==> src/rtl/alu_stream.sv <==
// alu_stream: handshaked streaming wrapper around the 8-bit signed ALU.
// One registered operand stage feeds a DEPTH-entry result FIFO of (C, Z).
// Optional feature macro: ALU_STREAM_OVF_EN adds a queued signed-overflow
// flag V for add/sub; without it the FIFO carries only C and Z.
module alu_stream #(
  parameter int DEPTH = 4
) (
  input  logic                    clk,
  input  logic                    rst,
  input  logic                    in_valid,
  output logic                    in_ready,
  input  logic [7:0]              A,
  input  logic [7:0]              B,
  input  logic [2:0]              sel,
  output logic                    out_valid,
  input  logic                    out_ready,
  output logic [7:0]              C,
  output logic                    Z,
`ifdef ALU_STREAM_OVF_EN
  output logic                    V,
`endif
  output logic [$clog2(DEPTH):0]  count
);
  localparam int AW = $clog2(DEPTH);
  localparam int CW = AW + 1;
  localparam logic [CW:0] FULL = (CW+1)'(DEPTH);

  typedef struct packed {
    logic [7:0] c;
    logic       z;
`ifdef ALU_STREAM_OVF_EN
    logic       v;
`endif
  } res_t;

  // stage register
  logic          stage_v;
  logic [7:0]    st_a, st_b;
  logic [2:0]    st_sel;

  // fifo state
  res_t          mem [DEPTH];
  logic [AW-1:0] wptr, rptr, rptr_nx;
  res_t          head;
  res_t          wdata;
  logic          accept, push, pop;

  logic [7:0]    alu;
  logic [15:0]   prod;

  // Readiness counts the stage beat as already occupying a slot, so the
  // stage can always push next edge without checking for space.
  assign in_ready  = ({1'b0, count} + {{CW{1'b0}}, stage_v}) < FULL;
  assign accept    = in_valid && in_ready;
  assign out_valid = (count != '0);
  assign push      = stage_v;
  assign pop       = out_valid && out_ready;
  assign rptr_nx   = rptr + AW'(1);

  assign prod = $signed(st_a) * $signed(st_b);

  // ALU on the staged operands; everything wraps modulo 256
  always_comb begin
    alu = '0;
    case (st_sel)
      3'd0: alu = st_a + st_b;
      3'd1: alu = st_a - st_b;
      3'd2: alu = st_a & st_b;
      3'd3: alu = st_a | st_b;
      3'd4: alu = st_a ^ st_b;
      3'd5: alu = {7'd0, ($signed(st_a) < $signed(st_b))};
      3'd6: alu = $signed(st_a) >>> st_b[2:0];
      3'd7: alu = prod[7:0];
      default: alu = '0;
    endcase
  end

  // Result entry written into the FIFO: value, zero flag (and overflow)
  always_comb begin
    wdata   = '0;
    wdata.c = alu;
    wdata.z = (alu == 8'd0);
`ifdef ALU_STREAM_OVF_EN
    // overflow only meaningful for add/sub: result sign departs from A
    if (st_sel == 3'd0)
      wdata.v = (st_a[7] == st_b[7]) && (alu[7] != st_a[7]);
    else if (st_sel == 3'd1)
      wdata.v = (st_a[7] != st_b[7]) && (alu[7] != st_a[7]);
`endif
  end

  // Operand stage: capture on accept, otherwise drain into the FIFO
  always_ff @(posedge clk) begin
    if (rst) begin
      stage_v <= 1'b0;
      st_a    <= '0;
      st_b    <= '0;
      st_sel  <= '0;
    end else begin
      stage_v <= accept;
      if (accept) begin
        st_a   <= A;
        st_b   <= B;
        st_sel <= sel;
      end
    end
  end

  // FIFO storage; contents need no reset since the head is registered
  always_ff @(posedge clk) begin
    if (push) mem[wptr] <= wdata;
  end

  // Pointers and occupancy; pointers wrap naturally, count tells full/empty
  always_ff @(posedge clk) begin
    if (rst) begin
      wptr  <= '0;
      rptr  <= '0;
      count <= '0;
    end else begin
      if (push) wptr <= wptr + AW'(1);
      if (pop)  rptr <= rptr_nx;
      case ({push, pop})
        2'b10:   count <= count + CW'(1);
        2'b01:   count <= count - CW'(1);
        default: count <= count;
      endcase
    end
  end

  // Registered head: tracks the next entry, holds last value when empty
  always_ff @(posedge clk) begin
    if (rst) begin
      head <= '0;
    end else if (pop) begin
      if (count > CW'(1)) head <= mem[rptr_nx];
      else if (push)      head <= wdata;
    end else if (count == '0 && push) begin
      head <= wdata;
    end
  end

  assign C = head.c;
  assign Z = head.z;
`ifdef ALU_STREAM_OVF_EN
  assign V = head.v;
`endif

endmodule

==> config.mk <==
export PLATFORM = sky130hd
export DESIGN_NAME = alu_stream
export DESIGN_NICKNAME = d
export VERILOG_FILES = /design/src/rtl/alu_stream.sv
export SDC_FILE = /design/constraint.sdc
export NUM_CORES = 1
export LEC_CHECK = 0
export BUFFER_PORTS_ARGS = -buffer_cell sky130_fd_sc_hd__buf_2
export CAP_MARGIN = 20
export CORE_MARGIN = 8
export CORE_UTILIZATION = 60
export DETAILED_ROUTE_END_ITERATION = 12
export PLACE_DENSITY = 0.79
export SYNTH_ARGS = -nofsm -noshare
export SYNTH_HDL_FRONTEND = slang
export SYNTH_SLANG_ARGS = --single-unit
export TNS_END_PERCENT = 30
==> constraint.sdc <==
create_clock -name clk -period 5.23 [get_ports clk]
set_clock_uncertainty 0.1 [all_clocks]
set_input_delay 0 -clock clk [delete_from_list [all_inputs] [get_ports clk]]
set_output_delay 0 -clock clk [all_outputs]
set_load 0.01 [all_outputs]
==> results of run 1 <==
-- synthesized netlist by cell type, types with 2 or more instances --
master,n
xnor2_1,14
dfxtp_1,36
a311oi_1,5
buf_1,3
ha_1,51
mux4_2,14
o21ai_0,15
a21o_1,5
xnor3_1,2
fa_1,14
nor2_1,51
a21oi_1,40
nor3_1,6
o22ai_1,3
nand2_1,83
mux2i_1,8
clkbuf_1,15
xor2_1,9
o211ai_1,2
nand4_1,3
and2_1,8
a211oi_1,9
or4_1,2
or3_1,3
nor2b_1,7
inv_1,59
nand3_1,6
o31ai_1,2
edfxtp_1,36
o21ai_1,3
a32oi_1,3
nand3b_1,2
buf_2,7
and3_1,2
a31oi_1,3
nand2b_1,6
-- worst register-to-register path, cell delays in order, from the launching register on --
cell and delay, ns:
dfxtp_1 0.56, ha_1 0.34, fa_1 0.21, inv_1 0.05, fa_1 0.52, inv_1 0.04
ha_1 0.27, inv_1 0.05, fa_1 0.52, inv_1 0.07, ha_1 0.29, a21o_1 0.15
a21oi_1 0.16, xnor3_1 0.42, xnor3_1 0.40, o221ai_2 0.19, o211ai_2 0.17, o211a_1 0.25
nor3_1 0.15
-- through the flow --
step | worst slack, ns | util [%] | area, um2 | power, mW | instances
2_1_floorplan | 0.501 | - | 5280 | 1.34 | 567
3_3_place_gp | 0.378 | 64.0 | 5520 | 1.53 | 691
3_5_place_dp | 0.240 | 64.0 | 5520 | 1.56 | 691
4_1_cts | 0.218 | 68.3 | 5900 | 2.00 | 726
5_1_grt | 0.00682 | 68.3 | 5900 | 2.12 | 726
6_report | 0.250 | 68.3 | 5900 | 2.01 | 726
-- sequential cells by signal, indices dropped and copies added, names as in the netlist --
register / cells
mem: 36
C: 8
st_a: 8
st_b: 8
count: 3
st_sel: 3
rptr: 2
wptr: 2
Z: 1
push: 1
-- kinds of logic (layout without fill, tap and decap cells) --
logic type | count (synthesis) | after routing | synth area share, %
and+or+nand+nor | 184 | 184 | 15.5
AOI/OAI and AO/OA | 108 | 108 | 13.5
buffers and inverters | 89 | 140 | 6.74
DFF | 72 | 72 | 34.2
adders and majority gates | 65 | 65 | 17.4
xor gates and xnor gates | 26 | 26 | 4.98
muxes | 23 | 23 | 7.71
-- power by group through the flow --
| stage | Combinational, mW | Sequential, mW | Clock (mW) |
|---|---|---|---|
| 3_5_place_dp | 0.750 | 0.811 | 0 |
| 6_report | 0.778 | 0.803 | 0.428 |
| 5_1_grt | 0.858 | 0.813 | 0.444 |
| 4_1_cts | 0.770 | 0.801 | 0.426 |
| 3_3_place_gp | 0.727 | 0.804 | 0 |
| 2_1_floorplan | 0.555 | 0.781 | 0 |
-- timing repair --
item                                   CTS  global route
resized for setup                        0             1
hold buffers                            19             0
endpoints found under the hold margin   19             0
setup endpoints to repair                0             6
buffers inserted                         0             0
-- final timing paths --
check,depth (start not counted),slack (ns),to
min,5,0.03,rptr[0]
max reg2reg,18,0.25,C[7]
min reg2reg,2,0.40,C[4]
max,18,0.25,C[7]
-- metal layers --
| layer | up-vias | wire length (um) | global-route usage (%) |
|---|---|---|---|
| met2 | 192 | 6310 | 37.0 |
| met1 | 2077 | 5450 | 27.7 |
| met5 | - | 0 | 0 |
| met4 | 0 | 390 | 9.74 |
| met3 | 38 | 1060 | 6.45 |
| li1 | 2037 | - | - |
-- cell type report --
cell class,count,area [um2],area share (%)
Clock inverter,7,61.3,1.04
Multi-Input combinational cell,406,3120,52.8
Inverter,61,229,3.88
Timing Repair Buffer,63,430,7.29
Tap cell,108,135,2.29
Sequential cell,72,1800,30.6
Clock buffer,9,124,2.10
==> impl_results.md, run 1 <==
* Status: completed
* Reg-to-reg startpoint: st_a[2]
* Fin crit share at 95.2%
* Post-Route Setup TNS at 0 ns
* Yosys warns at 0
* CTS tree: yes
* CP startpoint: st_a[2]
* Achievable frequency at about 0.20 GHz
* Crit path buf inv count at 4
* Total CTS buffers at 9
* Slowest Stage Delay on Critical Path at 0.56 ns
* Static Leakage at ~2.4 nW
* Hold crit path type: in -> reg
* Most common cell after layout, fill and taps aside: nand2_1
* Sink Count at ~70
* Layout cells sized above 1 at between 10% and 20%
* Pwr dens at ~340 mW/mm2
* Core Area at 0.00864 mm2
* Largest net degree at the start of global routing at 37
* Netlist cell types at 66
* Combinational Power Share at 38.7%
* Die Y at roughly 110 um
* Total length of routed wires at 13200 um
* Clk_lat worst skew at roughly 0.36 ns
* First-pass GRT wire length at roughly 21000 um
* Initial core utilization at about three fifths
* Sw frac at around two fifths
* GRT Total Usage at a little under a quarter
* DRT Pass-1 Iters at 7
* Initial antenna violation count at 0
* Post-synthesis sequential area ratio at 34.2%
* Yosys top cell area share at approximately a fifth
* Netlist Area Pre-Place at 0.00528 mm2
* Detail Route Antenna Nets at 0
* Antenna Cells at 0
* Most frequent cells in the layout: 83 x nand2_1, 59 x inv_1, 51 x nor2_1, 51 x ha_1, 40 x a21oi_1
* Num rows at 34
* Crit path DAT at just over 5 ns
* Top cells by area, synth: edfxtp_1 20%, dfxtp_1 14%, ha_1 12%
* Nets at around 700
* Most used cell, CP: inv_1
* Vias in the first global route at about 4400
* Routed WL per cell at around 18 um
* Mapped Cells at ~570
* Fin Hold WS at between 0.03 and 0.04 ns
* Final min period at 4.98 ns
* Crit path max-delay family: adder cells
* Clock share of power at a little over a fifth
* Remaining global-route overflow at 0
* Area Growth Syn to Fin at 11.9%
* Final setup fails at 0
* EDFF count, synth at 36
* Hpwl dp at ~9200 um
* GPL Wtd Cong at roughly 0.95
* Kind of start point of the critical path: register
* WS Path Type: reg -> reg
* Clock Root Buffer: clkbuf_8
* Avg Inst Size Synth at slightly above 9 um2
* Worst-Margin Slew at between 1 and 1.5 ns
* Slowest CP cell: dfxtp_1
* Pint at approximately 1.2 mW
* DR iter-0 viols at 391
* RSZ-0062 raised after global routing: false
* Synthesized flop and latch total at slightly above 70
* Async SR Flop Fraction at 0%
* Layout fillers at roughly 650
* Io pins at 37
* Post-synth top flop: edfxtp_1
* Slew margin rel. at a little under a third
* CTS clk-pin slew, worst paths at about 0.090 ns
* CP max FO at 10
* Die Span X at about 110 um
* Clock Path Buffers at 2
* Die ar. at roughly 0.012 mm2
* Clock H-tree levels at 3
* Critical Path Sink Type: register
* Area leader, netlist: edfxtp_1
* Crit path required time at around 5.4 ns
* Crit path cell chain: ha_1, fa_1, inv_1, fa_1, inv_1, ha_1, inv_1, fa_1, inv_1, ha_1, a21o_1, a21oi_1, xnor3_1, xnor3_1, o221ai_2, o211ai_2, o211a_1, nor3_1
* Sequential Power Share at roughly two fifths
* DRC at 0
* Pins Over Slew Limit at 0
* Syn_nets at 655
* Fin. Hold Viols at 0
* Switch Pwr at approximately 800 uW
* DR vias/cell at approximately 6
* Worst Hold Launch: out_ready
* VDD IR max at ~0.35 mV
* Max_cap viols at 0
* Port Buffers at 36
* Detailed-route via count at around 4300
Note: power is estimated with default switching activity, not from simulation.
==> run 2, diff against run 1 <==
--- a/config.mk
+++ b/config.mk
@@ -8,5 +8,4 @@
 export BUFFER_PORTS_ARGS = -buffer_cell sky130_fd_sc_hd__buf_2
 export CAP_MARGIN = 20
-export CORE_MARGIN = 8
 export CORE_UTILIZATION = 60
 export DETAILED_ROUTE_END_ITERATION = 12
==> constraint.sdc (replaced) <==
create_clock -name clk -period 5.23 [get_ports clk]
set_clock_uncertainty 0.1 [all_clocks]
set_input_delay 1.046 -clock clk [delete_from_list [all_inputs] [get_ports clk]]
set_output_delay 1.046 -clock clk [all_outputs]
set_load 0.01 [all_outputs]
==> run 2 against run 1 <==
Clock power increased by 7.2%; sequential share of layout area increased by 0.92 points; final cell count decreased by 2.9%; sequential power about the same; worst hold slack improved by 0.37 ns; via count decreased by 2.9%; total power increased by 0.90%.
==> impl_results.md, run 2 (synthesis results as in run 1) <==
* Clock H-tree levels at 3 (unchanged)
* Initial antenna violation count at 0 (unchanged)
* CTS tree: yes
* Crit path cell chain: ha_1, inv_1, fa_1, inv_1, ha_1, fa_1, inv_1, fa_1, inv_1, ha_1, a21oi_1, xnor3_1, xnor3_1, o221ai_2, o211ai_2, o211a_1, nor3_1
* DRC at 0 (unchanged)
* Initial core utilization at 62.9% (+1.9 points)
* Met3 wire length at 1060 um (about the same)
* Die Y at 95.8 um (-13%)
* CP max FO at 6 (-4)
* Crit path required time at 5.39 ns (-0.02 ns)
* Detailed-route via count at 4216 (-2.9%)
* Clk_lat worst skew at 0.36 ns (about the same)
* Cell depth of the worst hold path at 2 (-3)
* DP Worst Slack at 0.143 ns (-0.0970 ns)
* Pwr dens at 354 mW/mm2 (+3.9%)
* Area Growth Syn to Fin at 8.66%
* CTS clk-pin slew, worst paths at 0.09 ns (about the same)
* Most used cell, CP: inv_1
* Sink Count at 72 (unchanged)
* Fin. Hold Viols at 0 (unchanged)
* Nets at 683 (-2.6%)
* Antenna Cells at 0 (unchanged)
* DR vias/cell at 5.98 (about the same)
* Final min period at 5.03 ns (+0.0554 ns)
* Post-Route Setup TNS at 0 ns (unchanged)
* Slew margin rel. at 28.7% (-2.8 points)
* Crit path buf inv count at 4 (unchanged)
* Num rows at 33 (-2.9%)
* RSZ-0062 raised after global routing: false
* Clock Path Buffers at 2 (unchanged)
* Reg-to-reg startpoint: st_b[3]
* Pins Over Slew Limit at 0 (unchanged)
* DR iter-0 viols at 233 (-40%)
* Die Span X at 95.8 um (-13%)
* VDD IR max at 0.311 mV (-11%)
* DP Area at 0.00553 mm2 (about the same)
* GRT Total Usage at 29.7% (+7.0 points)
* Max reg flops at 36 (unchanged)
* Worst-Margin Slew at 1.06 ns (+0.0315 ns)
* Setup slack after layout at 0.195 ns (-0.0554 ns)
* Met2 WL post-DR at 5910 um (-6.4%)
* Detail Route Antenna Nets at 0 (unchanged)
* Largest net degree at the start of global routing at 37 (unchanged)
* Total length of routed wires at 12500 um (-5.8%)
* Post-CTS setup buffers at 0 (unchanged)
* Most common cell after layout, fill and taps aside: nand2_1
* Clock Root Buffer: clkbuf_8
* Port Buffers at 36 (unchanged)
* Worst Hold Launch: C[0]
* Reg with most FFs: mem
* Total CTS buffers at 9 (unchanged)
* Core Area at 0.00838 mm2 (-2.9%)
* Io pins at 37 (unchanged)
* Met1 WL at 5190 um (-4.8%)
* Max_cap viols at 0 (unchanged)
* Finished Cell Area at 0.00573 mm2 (-2.9%)
* Slowest Stage Delay on Critical Path at 0.56 ns (about the same)
* Total design power at 2.03 mW (+0.90%)
* Routed WL per cell at 17.7 um (-2.9%)
* Reg2reg path depth at 17 (-1)
* Achievable frequency at 0.199 GHz (-1.1%)
* Most frequent cells in the layout: 83 x nand2_1, 59 x inv_1, 51 x nor2_1, 51 x ha_1, 40 x a21oi_1
* Remaining global-route overflow at 0 (unchanged)
* GPL Wtd Cong at 0.950 (+0.30%)
* Uppermost layer routed: met4
* Status: completed
* First-pass GRT wire length at 20300 um (-4.6%)
* Hpwl dp at 9200 um (-0.33%)
* Final setup fails at 0 (unchanged)
* FF-to-FF End: C[7]
* Crit path max-delay family: adder cells
* Critical Path Sink Type: register
* WS Path Type: reg -> reg
* Die ar. at 0.00917 mm2 (-24%)
* Vias in the first global route at 4110 (-6.1%)
* Slowest CP cell: fa_1
* Crit path DAT at 5.20 ns (+0.04 ns)
* Fin crit share at 96.3% (+1.1 points)
* Hold crit path type: reg -> reg
* Reg2Reg Setup Slack at 0.20 ns (-0.06 ns)
* Static Leakage at 2.38 nW (-2.6%)
* Kind of start point of the critical path: register
* DRT Pass-1 Iters at 6 (-1)
* Layout cells sized above 1 at 14.5% (+0.75 points)
* Worst hold endpoint: C[0]
## run 2: cell count changes in the layout (fill, tap and decap cells not counted), sizes merged
cell	delta
dlygate4sd3	-19
clkinv	+2
inv	-2
buf	+1
bufinv	+1
clkinvlp	-1
## run 2: worst max-delay path by stage
stage            start         to  slack [ns]  depth (start not counted)
6_report       st_b[3]       C[7]        0.20                         17
5_1_grt        st_a[2]       C[7]        0.02                         18
4_1_cts        st_b[2]       C[7]        0.13                         18
3_5_place_dp   st_b[2]       C[7]        0.14                         18
3_3_place_gp   st_b[2]  mem[1][0]        0.32                         17
2_1_floorplan  st_a[3]  mem[0][0]        0.50                         16
## run 2: layer usage
metal,vias up,track usage [%]
li1,2002,-
met3,32,7.19
met2,198,47.0
met4,0,12.3
met1,1984,39.2
met5,-,0
## run 2: through the flow
| stage | std cells | hold slack (ns) | utilization, % |
|---|---|---|---|
| 4_1_cts | 705 | 0.411 | 68.4 |
| 3_3_place_gp | 689 | 0.384 | 66.0 |
| 3_5_place_dp | 689 | 0.399 | 66.0 |
| 5_1_grt | 705 | 0.448 | 68.4 |
| 6_report | 705 | 0.403 | 68.4 |
| 2_1_floorplan | 567 | 0.366 | - |
## run 2: what timing repair did
item / 4_1_cts / 5_1_grt
gates resized for setup: 0 / 2
hold buffers: 0 / 0
setup endpoints to repair: 0 / 5
## run 2: where the power goes
group | switching [mW] | internal (mW)
combinational | 0.449 | 0.315
clock | 0.234 | 0.224
sequential | 0.104 | 0.700
## run 2: final cells by class
class                           count  area (um2)
Multi-Input combinational cell    406        3120
Fill cell                         673        2650
Sequential cell                    72        1800
Timing Repair Buffer               45         248
Inverter                           61         229
Tap cell                          105         131
Clock buffer                        9         124
Clock inverter                      7        77.6
## run 2: tightest hold or removal path, cell delays in order (launching register included)
cell,delay [ns]
dfxtp_1,0.31
nor2_1,0.10
a211oi_1,0.05
